### config.mk
export PLATFORM = sky130hd
export DESIGN_NAME = wb_sdram_traffic_gen
export DESIGN_NICKNAME = d
export VERILOG_FILES = /design/src/rtl/tg_pkg.sv /design/src/rtl/tg_pattern_gen.sv /design/src/rtl/wb_sdram_traffic_gen.sv
export SDC_FILE = /design/constraint.sdc
export NUM_CORES = 1
export LEC_CHECK = 0
export BUFFER_PORTS_ARGS = -buffer_cell sky130_fd_sc_hd__buf_2
export CORE_MARGIN = 2
export CORE_UTILIZATION = 50
export DETAILED_ROUTE_END_ITERATION = 8
export GPL_TIMING_DRIVEN = 0
export PLACE_DENSITY = 0.69
export SYNTH_ARGS = -nofsm -noshare
export SYNTH_HDL_FRONTEND = slang
export SYNTH_SLANG_ARGS = --single-unit
### constraint.sdc
create_clock -name wb_clk_i -period 5.8 [get_ports wb_clk_i]
set_input_delay 1.16 -clock wb_clk_i [delete_from_list [all_inputs] [get_ports wb_clk_i]]
set_output_delay 1.16 -clock wb_clk_i [all_outputs]
set_load 0.01 [all_outputs]
### src/rtl/tg_pkg.sv
// Shared types and constants for the Wishbone SDRAM traffic generator:
// pattern modes, FSM states, cycle-type codes and LFSR parameters.
package tg_pkg;

  typedef enum logic [1:0] {
    MODE_INC  = 2'b00,
    MODE_LFSR = 2'b01,
    MODE_WALK = 2'b10,
    MODE_ADDR = 2'b11
  } tg_mode_e;

  typedef enum logic [2:0] {
    ST_IDLE,
    ST_WAIT_INIT,
    ST_WR_BURST,
    ST_WR_GAP,
    ST_RD_BURST,
    ST_RD_GAP,
    ST_DONE
  } tg_state_e;

  localparam logic [2:0] CTI_CLASSIC = 3'b000;
  localparam logic [2:0] CTI_INCR    = 3'b010;
  localparam logic [2:0] CTI_EOB     = 3'b111;

  localparam logic [31:0] LFSR_SEED = 32'hACE1_0001;
  localparam logic [31:0] LFSR_POLY = 32'h8020_0003;

  // Right-shifting Galois step: the bit shifted out selects the tap mask.
  function automatic logic [31:0] lfsr_next(input logic [31:0] state);
    return (state >> 1) ^ (state[0] ? LFSR_POLY : 32'h0);
  endfunction

endpackage

### src/rtl/tg_pattern_gen.sv
// Data pattern source shared by the write and read phases. The word on
// o_pattern belongs to the current beat; i_advance steps to the next beat.
module tg_pattern_gen
  import tg_pkg::*;
#(
  parameter int DW = 32,
  parameter int AW = 26
) (
  input  logic          i_clk,
  input  logic          i_rst,
  input  logic          i_clear,
  input  logic          i_advance,
  input  logic [1:0]    i_mode,
  input  logic [AW-1:0] i_addr,
  output logic [DW-1:0] o_pattern
);

  localparam int LOG_DW = $clog2(DW);
  localparam int REP    = (DW + 31) / 32;

  logic [DW-1:0] r_idx;
  logic [31:0]   r_lfsr;
  logic [DW-1:0] w_walk;

  always_ff @(posedge i_clk) begin
    if (i_rst || i_clear) begin
      r_idx  <= '0;
      r_lfsr <= LFSR_SEED;
    end else if (i_advance) begin
      r_idx  <= r_idx + DW'(1);
      r_lfsr <= lfsr_next(r_lfsr);
    end
  end

  assign w_walk = {{(DW-1){1'b0}}, 1'b1} << r_idx[LOG_DW-1:0];

  always_comb begin
    // NOTE: default assignment first so every path drives o_pattern; no latch.
    o_pattern = r_idx;
    case (i_mode)
      MODE_LFSR: o_pattern = DW'({REP{r_lfsr}});
      MODE_WALK: o_pattern = w_walk;
      MODE_ADDR: o_pattern = DW'(i_addr);
      default:   o_pattern = r_idx;
    endcase
  end

endmodule

### src/rtl/wb_sdram_traffic_gen.sv
// Wishbone burst master that writes a pattern region, reads it back and
// checks it, reporting pass/fail, error count and first failing address.
module wb_sdram_traffic_gen
  import tg_pkg::*;
#(
  parameter int DW        = 32,
  parameter int AW        = 26,
  parameter int MAX_BURST = 8,
  parameter int CNT_W     = 16
) (
  input  logic             wb_clk_i,
  input  logic             wb_rst_i,
  input  logic             start,
  input  logic             sdr_init_done,
  input  logic [AW-1:0]    cfg_base_addr,
  input  logic [CNT_W-1:0] cfg_num_bursts,
  input  logic [3:0]       cfg_burst_len,
  input  logic [1:0]       cfg_mode,
  output logic             wb_cyc_o,
  output logic             wb_stb_o,
  output logic             wb_we_o,
  output logic [AW-1:0]    wb_addr_o,
  output logic [DW-1:0]    wb_dat_o,
  output logic [DW/8-1:0]  wb_sel_o,
  output logic [2:0]       wb_cti_o,
  input  logic             wb_ack_i,
  input  logic [DW-1:0]    wb_dat_i,
  output logic             busy,
  output logic             done,
  output logic             pass,
  output logic [CNT_W-1:0] err_cnt,
  output logic [AW-1:0]    first_err_addr
);

  localparam logic [AW-1:0] ADDR_STEP = AW'(DW / 8);

  tg_state_e        r_state;
  tg_mode_e         r_mode;
  logic [AW-1:0]    r_base;
  logic [AW-1:0]    r_addr;
  logic [AW-1:0]    r_first_err_addr;
  logic [CNT_W-1:0] r_num_bursts;
  logic [CNT_W-1:0] r_burst_cnt;
  logic [CNT_W-1:0] r_err_cnt;
  logic [3:0]       r_len;
  logic [3:0]       r_beat;
  logic             r_cyc;
  logic             r_we;
  logic [2:0]       r_cti;
  logic             r_busy;
  logic             r_done;
  logic             r_pass;

  logic [3:0]    w_len_eff;
  logic [2:0]    w_first_cti;
  logic [DW-1:0] w_pattern;
  logic          w_start_ok;
  logic          w_ack;
  logic          w_last_beat;
  logic          w_last_burst;
  logic          w_pat_clear;
  logic          w_mismatch;

  // Zero-length bursts behave as single beats; long ones clamp to MAX_BURST.
  always_comb begin
    w_len_eff = cfg_burst_len;
    if (cfg_burst_len == 4'd0) begin
      w_len_eff = 4'd1;
    end else if (int'(cfg_burst_len) > MAX_BURST) begin
      w_len_eff = 4'(MAX_BURST);
    end
  end

  assign w_start_ok   = start && (r_state == ST_IDLE || r_state == ST_DONE);
  assign w_ack        = r_cyc && wb_ack_i;
  assign w_last_beat  = (r_beat == r_len - 4'd1);
  assign w_last_burst = (r_burst_cnt == r_num_bursts);
  assign w_first_cti  = (r_len == 4'd1) ? CTI_EOB : CTI_INCR;
  assign w_pat_clear  = w_start_ok || (r_state == ST_WR_GAP && w_last_burst);
  assign w_mismatch   = w_ack && !r_we && (wb_dat_i != w_pattern);

  tg_pattern_gen #(
    .DW (DW),
    .AW (AW)
  ) u_pattern (
    .i_clk     (wb_clk_i),
    .i_rst     (wb_rst_i),
    .i_clear   (w_pat_clear),
    .i_advance (w_ack),
    .i_mode    (r_mode),
    .i_addr    (r_addr),
    .o_pattern (w_pattern)
  );

  always_ff @(posedge wb_clk_i) begin
    if (wb_rst_i) begin
      r_state          <= ST_IDLE;
      r_mode           <= MODE_INC;
      r_base           <= '0;
      r_addr           <= '0;
      r_num_bursts     <= '0;
      r_burst_cnt      <= '0;
      r_len            <= 4'd1;
      r_beat           <= '0;
      r_cyc            <= 1'b0;
      r_we             <= 1'b0;
      r_cti            <= CTI_CLASSIC;
      r_busy           <= 1'b0;
      r_done           <= 1'b0;
      r_pass           <= 1'b0;
      r_err_cnt        <= '0;
      r_first_err_addr <= '0;
    end else begin
      // NOTE: sequential state uses non-blocking assignments only.
      case (r_state)
        ST_IDLE, ST_DONE: begin
          if (w_start_ok) begin
            r_state          <= ST_WAIT_INIT;
            r_mode           <= tg_mode_e'(cfg_mode);
            r_base           <= cfg_base_addr;
            r_addr           <= cfg_base_addr;
            r_num_bursts     <= cfg_num_bursts;
            r_len            <= w_len_eff;
            r_burst_cnt      <= '0;
            r_beat           <= '0;
            r_err_cnt        <= '0;
            r_first_err_addr <= '0;
            r_busy           <= 1'b1;
            r_done           <= 1'b0;
            r_pass           <= 1'b0;
          end
        end

        ST_WAIT_INIT: begin
          if (sdr_init_done) begin
            if (r_num_bursts == '0) begin
              r_state <= ST_DONE;
              r_done  <= 1'b1;
              r_pass  <= 1'b1;
              r_busy  <= 1'b0;
            end else begin
              r_state <= ST_WR_BURST;
              r_cyc   <= 1'b1;
              r_we    <= 1'b1;
              r_cti   <= w_first_cti;
            end
          end
        end

        // Address, data and cti only move on an ack, so stb is held stable.
        ST_WR_BURST, ST_RD_BURST: begin
          if (w_ack) begin
            r_addr <= r_addr + ADDR_STEP;
            if (w_last_beat) begin
              r_state     <= (r_state == ST_WR_BURST) ? ST_WR_GAP : ST_RD_GAP;
              r_cyc       <= 1'b0;
              r_we        <= 1'b0;
              r_cti       <= CTI_CLASSIC;
              r_beat      <= '0;
              r_burst_cnt <= r_burst_cnt + CNT_W'(1);
            end else begin
              r_beat <= r_beat + 4'd1;
              r_cti  <= (r_beat + 4'd2 == r_len) ? CTI_EOB : CTI_INCR;
            end
          end
        end

        ST_WR_GAP: begin
          r_cyc <= 1'b1;
          r_cti <= w_first_cti;
          if (w_last_burst) begin
            r_state     <= ST_RD_BURST;
            r_we        <= 1'b0;
            r_addr      <= r_base;
            r_burst_cnt <= '0;
          end else begin
            r_state <= ST_WR_BURST;
            r_we    <= 1'b1;
          end
        end

        ST_RD_GAP: begin
          if (w_last_burst) begin
            r_state <= ST_DONE;
            r_done  <= 1'b1;
            r_busy  <= 1'b0;
            r_pass  <= (r_err_cnt == '0);
          end else begin
            r_state <= ST_RD_BURST;
            r_cyc   <= 1'b1;
            r_cti   <= w_first_cti;
          end
        end

        default: r_state <= ST_IDLE;
      endcase

      // Only the first mismatch of a run records its address.
      if (w_mismatch) begin
        if (r_err_cnt == '0) begin
          r_first_err_addr <= r_addr;
        end
        if (r_err_cnt != '1) begin
          r_err_cnt <= r_err_cnt + CNT_W'(1);
        end
      end
    end
  end

  assign wb_cyc_o       = r_cyc;
  assign wb_stb_o       = r_cyc;
  assign wb_we_o        = r_we;
  assign wb_addr_o      = r_addr;
  assign wb_dat_o       = (r_cyc && r_we) ? w_pattern : '0;
  assign wb_sel_o       = '1;
  assign wb_cti_o       = r_cti;
  assign busy           = r_busy;
  assign done           = r_done;
  assign pass           = r_pass;
  assign err_cnt        = r_err_cnt;
  assign first_err_addr = r_first_err_addr;

endmodule

==> results.md, run 1 <==
* Crit path buf inv count at 1
* Total Power at 3.84 mW
* WL per Instance at 19.1 µm
* Synth Flop Type: dfxtp_1
* Max_cap viols at 0
* CTS buffer count at 24
* Gate power share at 16.5%
* Slew @ Worst Pin at 1150 ps
* Synth top area cells: dfxtp_1 (37%), nand2_1 (9.0%), a21oi_1 (5.4%)
* Reg power frac at 41.3%
* Setup bufs post-CTS at 0
* Max VDD drop at 0.000213 V
* TritonRoute pass-1 iters at 5
* Final Max Slew Viols at 0
* Syn-to-layout area delta at 19.0%
* Total grt overflow at 0
* Layout cells sized above 1 at 16.1%
* Most frequent cell after synthesis: nand2_1
* Seq cells post-synth at 210
* Via Count at 11921
* Net Sw Frac at 29.0%
* Critical path data arrival time at 2510 ps
* Root buf cell: clkbuf_16
* Commonest cells in the netlist: nand2_1 (275), dfxtp_1 (210), nor2_1 (155)
* Io pins at 198
* Cells after Synth at 1501
* Iteration-0 DRC Markers at 1172
* Fill cells at 2174
* Setup-failing EPs final at 0
* Part of the cycle the worst path needs at 63.3%
* Cell internal pwr at 2.72 mW
* Fraction of registers with async set/reset at 0%
* Family with the most delay on the worst path: flip-flops
* Drt total wl at 38700 µm
* Remaining antenna violation count at 0
* CTS sink count at 210
* Core Region at 22600 µm²
* Die width at 156 µm
* Crit start category: flop
* Vias in the first global route at 10965
* CTS tree: yes
* Top-area cell type share of the netlist area at 36.5%
* Max clock buf depth at 3
* Syn Area/Cell at 7.67 µm²
* Post-CTS Resized at 0
* Sequential area share after synthesis at 36.5%
* Relative slew slack at 22.8%
* Endpoints failing hold at 0
* CP Data Required Time at 4640 ps
* Power share of the clock group at 42.2%
* GRT Util Overall at 31.1%
* Worst hold slack at 454 ps
* First-pass GRT wire length at 59600 µm
* Final nets at 1822
* Rows at 55
* Area leader, netlist: dfxtp_1
* Worst skew pair latency at 520 ps
* Setup_tns at 0 ps
* Antenna cells at 0
* Worst Skew at 12.4 ps
* Worst-path clk slew at 60 ps
* H-tree Lvls at 1
* # port buffers at 192
* Die Span Y at 156 µm
* Cell variety after synth at 72
* HP Class: flop to flop
* Antenna violations before repair at 0
* Worst Setup SP: u_pattern.r_idx[0]
* Worst-path maximum fanout at 7
* Number of synthesis warnings at 0
* Crit path time final at 3670 ps
* CP most frequent cell: ha_1
* R2r startpoint: u_pattern.r_idx[0]
* DRC at 0
* RSZ-0062 raised after global routing: false
* Cts hold-fix bufs at 0
* Largest net degree at the start of global routing at 14
* Fmax at 0.272 GHz
* Die Area at 24200 µm²
* Placed wire-length estimate at 28800 µm
* Crit-path slowest cell: dfxtp_1
* Post-synth EDFFs at 0
* Gpl congestion at 0.980
* Placed Area at 12800 µm²
* Via-per-instance ratio at 5.88
* Status: finished, final reports clean
* Crit end category: output port
* Cell Area, Synth at 11500 µm²
* WS Path Type: flop to output port
* Initial Util at 50.8%
* Leak at 5.35 nW
* Hold wc startpoint: r_base[10]
* PwrDens at 280 nW/µm²
* Final Cell Area at 13700 µm²
* CP peak stage delay at 550 ps
* Switch Pwr at 1.11 mW
* Crit path cell chain: ha_1 -> ha_1 -> nor4b_1 -> mux2i_1 -> a21oi_1 -> buf_2
==> placed cells by master, fill, tap and decap left out, drive strengths merged, types with 9 or more instances in the layout <==
cell,netlist,layout
nor4,18,18
xnor2,46,46
a2bb2oi,9,9
nand3b,9,9
buf,36,228
a21boi,9,9
a22oi,15,15
xor2,48,48
nand4,27,27
inv,25,25
and2,9,9
nor3,30,30
ha,14,14
o21ai,57,57
a21oi,124,124
mux2i,33,33
dfxtp,210,210
nand2,275,275
nor2b,18,18
nor2,155,155
clkbuf,68,103
and3,25,25
nand3,84,84
nor3b,11,11
o22ai,20,20
==> worst min-delay path, stage by stage (launching register included) <==
cell and delay [ps]:
dfxtp_1 310, nand2_1 50, a21oi_1 50
==> stage by stage <==
step,worst slack [ps],std cells,util [%]
final,2130,2026,60.5
after global routing,1940,2026,60.5
after CTS,2140,2025,60.4
after detailed placement,2040,1981,56.7
after global placement,2050,1981,56.7
after floorplan,2880,1504,-
==> area by class of cell <==
class | instances | area [µm²] | share of cell area (%)
flip-flops and latches | 210 | 4200 | 30.7
repair buffers | 193 | 966 | 7.06
clock inverters | 10 | 130 | 0.951
well taps | 285 | 357 | 2.60
multi-input cells | 1165 | 6710 | 49.0
inverters | 25 | 93.8 | 0.685
plain buffers | 104 | 514 | 3.76
clock buffers | 34 | 719 | 5.26
==> state kept, by name, indices dropped and copies added, names as in the netlist, 3 cells and up <==
name / flops
err_cnt: 16
first_err_addr: 26
r_base: 26
r_beat: 4
r_burst_cnt: 16
r_len: 4
r_num_bursts: 16
r_state: 3
u_pattern.r_idx: 32
u_pattern.r_lfsr: 32
wb_addr_o: 26
==> power by group through the flow <==
| stage | combinational, mW | sequential [mW] | clock (mW) |
|---|---|---|---|
| finish | 0.631 | 1.59 | 1.62 |
| global route | 0.688 | 1.59 | 1.70 |
| CTS | 0.620 | 1.58 | 1.64 |
| detailed placement | 0.615 | 1.61 | 0 |
| global placement | 0.608 | 1.61 | 0 |
| floorplan | 0.399 | 1.59 | 0 |
==> cells by family (layout without fill, tap and decap cells) <==
kind of cell               count (synthesis)  count (layout)  synth area share (%)
adders and majority gates                 14              14                  1.52
buffers and inverters                    129             366                  5.28
and+or+nand+nor                          706             706                  29.3
xor gates and xnor gates                  94              94                  7.16
other                                      1               4                0.0326
AOI/OAI and AO/OA                        310             310                  16.8
muxes                                     37              37                  3.29
DFF                                      210             210                  36.5
==> worst paths after layout <==
kind | endpoint | slack, ps | depth (start not counted)
hold reg to reg | r_base[10] | 450 | 2
setup / recovery | wb_dat_o[3] | 2130 | 6
hold / removal | r_base[10] | 450 | 2
setup reg to reg | first_err_addr[9] | 2160 | 13
==> metal layers <==
metal	vias up	GRT usage, %	part of all wire, %	wire (µm)
li1	5677	-	-	-
met1	5641	43.0	43	16800
met2	525	49.0	45	17300
met3	78	5.28	8.7	3360
met4	0	11.1	3.3	1290
met5	-	0	0	0
Power figures use the tool's default switching activity.
==> run 2: changes to the inputs <==
--- a/config.mk
+++ b/config.mk
@@ -5,6 +5,7 @@
 export SDC_FILE = /design/constraint.sdc
 export NUM_CORES = 1
 export LEC_CHECK = 0
+export ABC_AREA = 1
 export BUFFER_PORTS_ARGS = -buffer_cell sky130_fd_sc_hd__buf_2
 export CORE_MARGIN = 2
 export CORE_UTILIZATION = 50
==> constraint.sdc (replaced) <==
create_clock -name wb_clk_i -period 3.8 [get_ports wb_clk_i]
set_input_delay 0.76 -clock wb_clk_i [delete_from_list [all_inputs] [get_ports wb_clk_i]]
set_output_delay 0.76 -clock wb_clk_i [all_outputs]
set_load 0.01 [all_outputs]
==> run 2 against run 1 <==
Net effect:
- power grew to 2.6 times the previous value
- via count grew 22%
- clock-buffer cell count shrank 4
- register-to-register slack lost 1400 ps
- critical path depth grew 3
- design area grew 9.0%
- highest routed layer unchanged
- combinational power grew to 7.2 times the previous value
==> results.md, run 2 <==
* Via Count at 14558 (+22%)
* Die width at 163 µm (+4.9%)
* GRT Util Overall at 33.0% (+1.9 points)
* Sequential area share after synthesis at 33.1% (-3.4 points)
* Part of the cycle the worst path needs at 81.4%
* WL per Instance at 17.3 µm (-9.7%)
* Largest net degree at the start of global routing at 14 (unchanged)
* Worst-path maximum fanout at 7 (unchanged)
* PwrDens at 678 nW/µm² (+140%)
* Die Area at 26700 µm² (+10%)
* Endpoints failing hold at 0 (unchanged)
* Most frequent cell after synthesis: nand2_1
* Initial Util at 50.7% (-0.16 points)
* Seq cells post-synth at 210 (unchanged)
* CP Data Required Time at 3040 ps (-1600 ps)
* Most frequent cells in the layout: nand2_1 (559), nor2_1 (345), dfxtp_1 (210), buf_2 (207), inv_1 (188)
* Worst skew pair latency at 540 ps (+20 ps)
* Total grt overflow at 0 (unchanged)
* HP Class: flop to flop
* Critical path data arrival time at 2330 ps (-180 ps)
* Max VDD drop at 0.000378 V (+78%)
* Top-area cell type share of the netlist area at 33.1% (-3.4 points)
* Via-per-instance ratio at 5.52 (-6.2%)
* Gpl congestion at 0.991 (+1.1%)
* Syn-to-layout area delta at 17.6%
* Setup bufs post-CTS at 0 (unchanged)
* Drt total wl at 45500 µm (+17%)
* Area leader, netlist: dfxtp_1
* Crit start category: flop
* CTS buffer count at 24 (unchanged)
* Leak at 6.95 nW (+30%)
* Layout cells sized above 1 at 12.4% (-3.8 points)
* Fmax at 0.323 GHz
* Crit end category: output port
* Commonest non-fill, non-tap cell in the layout: nand2_1
* Status: finished, final reports clean
* Syn Area/Cell at 6.13 µm² (-20%)
* Root buf cell: clkbuf_16
* RSZ-0062 raised after global routing: false
* Relative slew slack at 27.1% (+4.3 points)
* Fraction of registers with async set/reset at 0% (unchanged)
* Rows at 58 (+5.5%)
* Antenna cells at 0 (unchanged)
* Slew @ Worst Pin at 1080 ps (-63.9 ps)
* TritonRoute pass-1 iters at 6 (+1)
* CTS tree: yes
* WS Path Type: flop to output port
* Fill cells at 2565 (+18%)
* Iteration-0 DRC Markers at 1559 (+33%)
* Post-synth EDFFs at 0 (unchanged)
* Placed wire-length estimate at 35800 µm (+24%)
* Cts hold-fix bufs at 0 (unchanged)
* Top flop regs: u_pattern.r_idx (32), u_pattern.r_lfsr (32)
* Worst Skew at 23.5 ps (+11.1 ps)
* Max_cap viols at 0 (unchanged)
* Final nets at 2390 (+31%)
* Remaining antenna violation count at 0 (unchanged)
* Synth top area cells: dfxtp_1 (33%), nand2_1 (17%), nor2_1 (10%)
* Cells after Synth at 2070 (+38%)
* # port buffers at 192 (unchanged)
* Core Region at 25000 µm² (+11%)
* CTS sink count at 210 (unchanged)
* Setup-failing EPs final at 0 (unchanged)
* First-pass GRT wire length at 69300 µm (+16%)
* Final core utilization at 59.6% (-0.88 points)
* Worst hold slack at 458 ps (+3.16 ps)
* Post-CTS Resized at 0 (unchanged)
* Die Span Y at 163 µm (+4.9%)
* Final Max Slew Viols at 0 (unchanged)
* Total Power at 10.1 mW (+160%)
* Synth Flop Type: dfxtp_1
* Number of synthesis warnings at 0 (unchanged)
* Antenna violations before repair at 0 (unchanged)
* Crit path time final at 3090 ps
* Cell variety after synth at 43 (-40%)
* Commonest cells in the netlist: nand2_1 (559), nor2_1 (345), dfxtp_1 (210)
* Io pins at 198 (unchanged)
* Max clock buf depth at 3 (unchanged)
* Vias in the first global route at 12963 (+18%)
* Worst-path clk slew at 60 ps (about the same)
* Cell Area, Synth at 12700 µm² (+10%)
* DRC at 0 (unchanged)
* Setup_tns at 0 ps (unchanged)
* H-tree Lvls at 1 (unchanged)
[run 2: final timing paths]
kind                       from            end  slack [ps]  cells after the start
max          u_pattern.r_idx[0]    wb_dat_o[7]         710                      9
min                        done           done         460                      2
min reg2reg                done           done         460                      2
max reg2reg        wb_addr_o[6]  wb_addr_o[19]         790                      9
[run 2: report_power, final]
part	switching, mW	total (mW)	internal, mW
clock	0.982	2.51	1.52
sequential	0.463	3.06	2.59
combinational	3.20	4.56	1.35
[run 2: routing by layer]
layer	up-vias	track usage [%]	share of wire, %
met2	735	51.6	44
met4	0	10.9	3.2
met1	6622	46.0	43
li1	7100	-	-
met3	101	5.74	10
met5	-	0	0
[run 2: cell families after synthesis]
| logic type | after synthesis | share of synthesized area (%) |
|---|---|---|
| other cells | 1 | 0.0296 |
| compound gates | 342 | 14.8 |
| fa+ha+maj | 14 | 1.38 |
| simple gates | 1138 | 36.9 |
| flops | 210 | 33.1 |
| xor+xnor | 60 | 4.14 |
| buf+inv | 305 | 9.62 |
[run 2: cell type report]
| class | instances | area, µm² | share of cell area (%) |
|---|---|---|---|
| multi-input combinational | 1558 | 7270 | 48.7 |
| sequential | 210 | 4200 | 28.2 |
| timing repair buffer | 192 | 961 | 6.44 |
| inverter | 201 | 754 | 5.06 |
| clock buffer | 30 | 673 | 4.51 |
| buffer | 104 | 465 | 3.12 |
| tap | 330 | 413 | 2.77 |
| clock inverter | 12 | 175 | 1.17 |
[run 2: stage by stage]
stage	cell area, µm²	worst slack, ps	instances
finish	14900	705	2637
global route	14900	537	2637
CTS	14900	771	2637
detailed placement	14100	587	2595
global placement	14100	600	2595
floorplan	12700	1560	2073
[run 2: critical path, cell delays in order, from the launching register on]
cell	delay (ps)
dfxtp_1	500
ha_1	270
ha_1	180
inv_1	50
nor2_1	200
nand2_1	90
nand3_1	180
nand2_1	110
nor2_1	100
buf_2	140
